File: config.mk
export PLATFORM = sky130hd
export DESIGN_NAME = lc3b_fetch_unit
export DESIGN_NICKNAME = d
export VERILOG_FILES = /design/src/rtl/lc3b_fetch_unit_pkg.sv /design/src/rtl/lc3b_fetch_unit_plus2.sv /design/src/rtl/lc3b_fetch_unit.sv
export SDC_FILE = /design/constraint.sdc
export NUM_CORES = 1
export LEC_CHECK = 0
export ABC_AREA = 1
export BUFFER_PORTS_ARGS = -buffer_cell sky130_fd_sc_hd__buf_2
export CORE_MARGIN = 4
export CORE_UTILIZATION = 46
export CTS_CLUSTER_SIZE = 10
export DETAILED_ROUTE_END_ITERATION = 7
export GPL_ROUTABILITY_DRIVEN = 0
export HOLD_SLACK_MARGIN = 0.02
export PLACE_DENSITY = 0.69
export SETUP_SLACK_MARGIN = 0.05
export SLEW_MARGIN = 30
export SYNTH_ARGS = -nofsm -noshare
export SYNTH_HDL_FRONTEND = slang
export SYNTH_SLANG_ARGS = --single-unit
File: constraint.sdc
create_clock -name clk -period 3.2 [get_ports clk]
set_clock_uncertainty 0.2 [all_clocks]
set_input_delay 0 -clock clk [delete_from_list [all_inputs] [get_ports clk]]
set_output_delay 0 -clock clk [all_outputs]
set_load 0.005 [all_outputs]
File: src/rtl/lc3b_fetch_unit_pkg.sv
// Shared types and constants for the LC-3b instruction-fetch front end.
package lc3b_fetch_unit_pkg;

  typedef logic [15:0] lc3b_word;

  typedef enum logic [1:0] {
    START,
    FETCH,
    DISCARD,
    HOLD
  } lc3b_fetch_state;

  localparam lc3b_word LC3B_RESET_PC = 16'h0000;

  // Instructions are halfword aligned, so a target's low bit carries no meaning.
  function automatic lc3b_word align_pc(input lc3b_word word);
    return {word[15:1], 1'b0};
  endfunction

endpackage

File: src/rtl/lc3b_fetch_unit_plus2.sv
// Sequential-PC incrementer (word + 2, wrapping at 16 bits).
module lc3b_plus2
  import lc3b_fetch_unit_pkg::*;
(
  input  lc3b_word word,
  output lc3b_word sum
);

  assign sum = word + 16'd2;

endmodule

File: src/rtl/lc3b_fetch_unit.sv
// LC-3b fetch front end: owns the PC, fetches over mem_read/mem_resp and
// presents instructions to decode, dropping wrong-path fetches on redirect.
module lc3b_fetch_unit
  import lc3b_fetch_unit_pkg::*;
#(
  parameter lc3b_word RESET_PC = LC3B_RESET_PC
) (
  input  logic        clk,
  input  logic        reset,
  input  logic        redirect,
  input  logic [15:0] redirect_pc,
  output logic        mem_read,
  output logic [15:0] mem_address,
  input  logic        mem_resp,
  input  logic [15:0] mem_rdata,
  output logic        ir_valid,
  input  logic        ir_ready,
  output logic [15:0] ir_out,
  output logic [15:0] ir_pc,
  output logic [15:0] ir_npc
);

  lc3b_fetch_state state, state_d;
  lc3b_word        pc, pc_d;
  lc3b_word        fetch_addr, fetch_addr_d;
  lc3b_word        pending_pc, pending_pc_d;
  lc3b_word        next_addr;
  lc3b_word        target;
  logic            ir_load;

  // fetch_addr equals ir_pc while in HOLD, so one incrementer serves both
  // ir_npc and the sequential next-fetch address.
  lc3b_plus2 u_plus2 (
    .word (fetch_addr),
    .sum  (next_addr)
  );

  assign target      = align_pc(redirect_pc);
  assign mem_read    = (state == FETCH) || (state == DISCARD);
  assign mem_address = fetch_addr;
  assign ir_valid    = (state == HOLD);

  always_comb begin
    state_d      = state;
    pc_d         = pc;
    fetch_addr_d = fetch_addr;
    pending_pc_d = pending_pc;
    ir_load      = 1'b0;
    case (state)
      START: begin
        state_d = FETCH;
        if (redirect) begin
          pc_d         = target;
          fetch_addr_d = target;
        end
      end
      FETCH: begin
        if (mem_resp) begin
          if (redirect) begin
            pc_d         = target;
            fetch_addr_d = target;
          end else begin
            ir_load = 1'b1;
            state_d = HOLD;
          end
        end else if (redirect) begin
          pending_pc_d = target;
          state_d      = DISCARD;
        end
      end
      DISCARD: begin
        // A redirect arriving with the response is the newest target.
        if (mem_resp) begin
          pc_d         = redirect ? target : pending_pc;
          fetch_addr_d = redirect ? target : pending_pc;
          state_d      = FETCH;
        end else if (redirect) begin
          pending_pc_d = target;
        end
      end
      HOLD: begin
        if (redirect) begin
          pc_d         = target;
          fetch_addr_d = target;
          state_d      = FETCH;
        end else if (ir_ready) begin
          pc_d         = next_addr;
          fetch_addr_d = next_addr;
          state_d      = FETCH;
        end
      end
      default: state_d = START;
    endcase
  end

  always_ff @(posedge clk or posedge reset) begin
    if (reset) begin
      state      <= START;
      pc         <= RESET_PC;
      fetch_addr <= RESET_PC;
      pending_pc <= RESET_PC;
      ir_out     <= '0;
      ir_pc      <= '0;
      ir_npc     <= '0;
    end else begin
      state      <= state_d;
      pc         <= pc_d;
      fetch_addr <= fetch_addr_d;
      pending_pc <= pending_pc_d;
      if (ir_load) begin
        ir_out <= mem_rdata;
        ir_pc  <= fetch_addr;
        ir_npc <= next_addr;
      end
    end
  end

endmodule
Yosys cells after proc, flatten, opt, wreduce, memory -nomap -nowiden
Index checks and enable logic that the tools add are counted.
{ "classes": {"muxes": 17, "addsub": 1, "eq_ne": 8, "reduce_logical": 6, "n_bitwise": 1} }
{ "ops": {"columns": ["op", "count"], "rows": [
  ["16-bit two-way mux", 6],
  ["16-bit case mux with 4 select lines", 1],
  ["16-bit by 2-bit adder with 16-bit output, second input constant", 1],
  ["2-bit two-way mux", 6],
  ["2-bit case mux with 4 select lines", 1],
  ["3-bit inequality test, second input constant", 2],
  ["2-bit equality test, second input constant", 2],
  ["2-bit inequality test, second input constant", 2],
  ["4-bit AND reduction", 1],
  ["1-bit two-way mux", 3],
  ["3-bit by 2-bit inequality test with 1-bit output, second input constant", 1],
  ["3-bit AND reduction", 1],
  ["2-bit by 1-bit equality test with 1-bit output, second input constant", 1],
  ["2-bit logical NOT", 1],
  ["2-bit AND reduction", 1],
  ["2-bit OR reduction", 1],
  ["1-bit logical OR", 1],
  ["1-bit inverter", 1]
]} }
{ "totals": {"output_inout_bits": 66, "regBits": 82, "inputBits": 37, "elab_cells": 39} }

Depth between registers and ports, before layout
{ "logic_depth": {"word_depth": 4, "ltp_mapped": 9} }

By module
Synthesis repeated with hierarchy kept, for this count alone.
{ "hier_totals": {"cells_unflattened": 590, "hier_area_um2": 4421.7} }
{ "modules_own_cells": {"columns": ["module", "area_each_um2", "instances", "seq_area_each_um2", "cells_each"], "rows": [
  ["lc3b_fetch_unit", 4052.6, 1, 2052.0, 519],
  ["lc3b_plus2", 369.1, 1, 0.0, 71]
]} }

Least setup slack after synthesis
OpenSTA, ideal clock, no wires.
{ "synth_timing": {"path_kind": "register -> register", "startpoint": "register state[0]", "endpoint": "register pending_pc[10]", "setup_ps": 126, "period_less_slack_ps": 1670, "stages_incl_launch_ff": 10, "path_buffers": 1, "setup_slack_ps": 1530, "arrival_time_ps": 1344, "cell_sequence": "dfrtp_1 -> inv_1 -> ha_1 -> nor2_1 -> inv_1 -> nor2_4 -> inv_1 -> buf_2 -> nand2_1 -> o21ai_0"} }
{ "synth_between": {"elab_chain_len": 3, "word_cells_on_any_way": 4, "cone_classes": "eq/ne: 2; reduce/logical: 2"} }
{ "synth_rtl": {"columns": ["element", "line_no", "rtl"], "rows": [
  ["start: declaration", "lc3b_fetch_unit.sv:23", "lc3b_fetch_state state, state_d;"],
  ["start signal: assignment", "lc3b_fetch_unit.sv:106", "state <= state_d;"],
  ["2-bit by 1-bit equality test with 1-bit output or 2-bit equality test (tied branches)", "lc3b_fetch_unit.sv:49", "case (state)"],
  ["2-bit OR reduction (no line) (*)", null, null],
  ["2-bit AND reduction (no line) (*)", null, null],
  ["end signal: assignment", "lc3b_fetch_unit.sv:109", "pending_pc <= pending_pc_d;"],
  ["end: declaration", "lc3b_fetch_unit.sv:26", "lc3b_word pending_pc, pending_pc_d;"]
]} }
Every way passes the cells marked *; elsewhere a longest branch is shown, timed or not.
A chain may end at the register's enable or synchronous reset.

Worst setup path in the final report
{ "layout_timing": {"startpoint": "register state[0]", "endpoint": "register pending_pc[1]"} }
The elaborated chain is that of the path after synthesis.

==> run summary <==
Summing internal, switching and leakage power gives 4590 µW. The analysis attributes to cell leakage a power of 0.00269 µW. STA puts the critical path data arrival time at 2.79 ns. The run gives 490 as the count of mapped cells out of synthesis. The number of antenna violations at the first check in global routing is 0, and the post-synthesis net count is 531. The path depth of the worst reg2reg path is 9, and the power density over the cells is 901 mW/mm². The tools report the post-route DRC violation count as 0. In this run, CTS created clock tree buffers numbering 9. TritonCTS built the clock tree. The die footprint is 0.0101 mm², and the post-synthesis to final-layout area growth is 30.0%. In this run the horizontal extent of the chip is 100 µm. Subtracting the final worst setup slack from the clock period gives 2.71 ns. The final layout contains routed wiring with a total length of 10.1 mm.

The run gives 51.7% as the proportion of synthesized chip area in sequential cells. Top cell type's share of synthesized area: 51.7%. The critical path contains buffers and inverters numbering 4 combined.

The run gives 3.29 ns as the required time of the critical path. The buffer depth of the longest clock path was 2; the total count of hold-check failures in the final report was 0. For the number of global-route vias before repair, the log shows 3,516. The logs give 731 for the final-layout fill cell count and 0 for the number of diodes. The area of the mapped netlist was 0.00392 mm². In this run the number of H-tree levels came out at 3. The part of the cycle the worst path needs is 84.6%. Setup violations remaining at the end of the flow were counted as 0. The ratio of routed vias to standard cells is 5.00. Count of unique library cells instantiated by Yosys: 26. The most common library cell in the layout ignoring fill and taps is sky130_fd_sc_hd__nand2_1. The worst relative slew slack is 42.4%, and the maximum vdd drop is 0.000494 V. The detail route stage leaves a number of antenna-violating nets equal to 0. The tools report the peak clock frequency supported by timing as 0.370 GHz.

The worst hold path belongs to the class input port to async pin. The max-capacitance violation count is 0. Detailed placement ended at an HPWL of 6.82 mm. The setup TNS is 0 ns.

Summing all multi-input logic gate instances after layout gives 0.00157 mm². For this configuration, the core starts out at a cell density of 47.4%. Post-CTS timing repair inserted 0 buffers for setup.

The mean post-synth cell area came out at 7.99 µm². The flow ran to the end, and the final reports show no timing, DRC or antenna violations. The critical path goes through inv_1, ha_1, nor2_1, inv_1, nor2_4, nand2_1, dlygate4sd3_1, o21ai_0, dlygate4sd3_1. The critical-path maximum fanout is 9. Setup repair after global routing left no endpoint under its margin. Measured on the finished design, the core utilization comes to 61.7%.

The classification of the worst setup path was register to register. The logs give 3,676 for the total number of vias and 20.8% for the global-route total usage across every layer. Entering global routing, the biggest net connects 61 pins. The worst hold-check slack came out at 0.0565 ns. The floorplan has 33 rows. The number of gates resized after CTS was 0; the routed length per placed instance was 13.7 µm. The cell family with the largest share of critical-path delay was buffers and inverters.

The clock latency reported for the late side of the worst-skew pair is 0.34 ns. Sorting the synthesized cells by area gives the leading types as sky130_fd_sc_hd__dfrtp_1 (52%), sky130_fd_sc_hd__nand2_1 (17%), sky130_fd_sc_hd__o21ai_0 (6.3%). The number of register bits inferred by synthesis was 81. The transition at the pin with the smallest max-transition slack came out at 0.859 ns. The count of pins over their slew limit was 0. For the number of clock sinks seen by CTS, the log shows 81. Root buffer selected by CTS: sky130_fd_sc_hd__clkbuf_8. The placed instances occupy a cell area of 0.00445 mm².

The worst setup path is captured at a register. Of all cell types, the one taking the most synthesized area is sky130_fd_sc_hd__dfrtp_1. STA classifies the critical path startpoint as a register. The final layout contains 667 nets.

For this run, the detailed router's first-pass iteration total came to 5. Measured along the y axis, the die boundary spans 100 µm. For this run, the slowest stage of the critical path takes 0.56 ns.

The tools report the first-pass GRT wire length as 16.7 mm. For the post-route cell area, the log shows 0.00509 mm². The share of cells above drive strength 1 works out to 20.2%. The warning count from the yosys run is 0, and the port buffer count is 101. The sequential cells in the finished layout cover a total of 0.00203 mm². The floorplan step defined a core boundary enclosing 0.00826 mm². 103 I/O pins were placed. The library cell contributing the largest single delay on the critical path is sky130_fd_sc_hd__dlygate4sd3_1. After clock tree synthesis, the clock-pin slew on the worst setup and hold paths is 0.08 ns. The top cell types in the final layout, fill and taps aside, are sky130_fd_sc_hd__nand2_1 (177), sky130_fd_sc_hd__buf_2 (101), sky130_fd_sc_hd__dfrtp_1 (81). The run gives 225 as the initial detailed-routing violation count. The remaining global-route overflow came out at 0.

In this run the number of cells on the critical path is 9.
registers in the layout (all words and copies together) (netlist names):
name         cells
ir_npc          15
pending_pc      16
ir_out          16
ir_pc           16
state            2
mem_address     16
final cells by class:
| type | instances | share of cell area, % |
|---|---|---|
| Tap cell | 105 | 2.58 |
| Multi-Input combinational cell | 337 | 30.7 |
| Clock buffer | 12 | 2.65 |
| Timing Repair Buffer | 146 | 18.6 |
| Inverter | 51 | 3.86 |
| Clock inverter | 3 | 1.77 |
| Sequential cell | 81 | 39.8 |
per-layer routing:
layer  track usage, %  part of all wire (%)  up-vias
met2             33.5                    46      138
li1                 -                     -     1815
met5                0                     0        -
met1             28.6                    45     1706
met4             6.32                   1.8        0
met3             4.10                   7.4       17
cell usage after synthesis (all sizes together):
master	number
nand3	16
o22ai	10
clkbuf	1
xor2	7
buf	20
o211ai	4
a21boi	5
ha	4
a21oi	5
dfrtp	81
inv	51
nand4	5
a31oi	4
nor2	42
nand3b	1
o21ai	55
or2	2
nand2	177
cells by family (layout without fill, tap and decap cells):
| group | after synthesis | count (layout) | share of synthesized area, % |
|---|---|---|---|
| AOI/OAI and AO/OA | 83 | 83 | 11.6 |
| xor gates and xnor gates | 7 | 7 | 1.57 |
| adders and majority gates | 4 | 4 | 1.28 |
| buffers and inverters | 72 | 212 | 8.30 |
| DFF | 81 | 81 | 51.7 |
| and+or+nand+nor | 243 | 243 | 25.5 |
power by group:
group / internal, µW / switching (µW)
combinational: 791 / 1130
sequential: 1500 / 303
clock: 516 / 346
per-stage QoR:
| step | setup WS (ns) | cells |
|---|---|---|
| 2_1_floorplan | 0.920 | 490 |
| 3_3_place_gp | 0.810 | 678 |
| 3_5_place_dp | 0.927 | 678 |
| 4_1_cts | 0.565 | 735 |
| 5_1_grt | 0.363 | 735 |
| 6_report | 0.494 | 735 |
what timing repair did:
action                                  4_1_cts  5_1_grt
endpoints found under the setup margin        0        0
hold endpoints to repair                    130        0
hold buffers                                 42        0
final timing paths:
kind / from / endpoint / slack [ns]
setup / recovery: state[0]$_DFFE_PP0P_ / pending_pc[1]$_DFFE_PP0P_ / 0.49
min in group clk: redirect / mem_address[4]$_DFFE_PP0P_ / 0.12
hold / removal: reset / ir_out[13]$_DFFE_PP0P_ / 0.06
hold reg to reg: ir_npc[8]$_DFFE_PP0P_ / ir_npc[8]$_DFFE_PP0P_ / 0.28
max in group asynchronous: reset / ir_npc[12]$_DFFE_PP0P_ / 2.14
setup reg to reg: state[0]$_DFFE_PP0P_ / pending_pc[1]$_DFFE_PP0P_ / 0.49
worst reg2reg max path: cells and delay by family (launching register included):
family | cells | cell delay (ns)
AOI/OAI and AO/OA | 1 | 0.06
adders and majority gates | 1 | 0.31
buffers and inverters | 4 | 1.29
DFF | 1 | 0.39
and+or+nand+nor | 3 | 0.40
(Power assumes the default switching activity.)
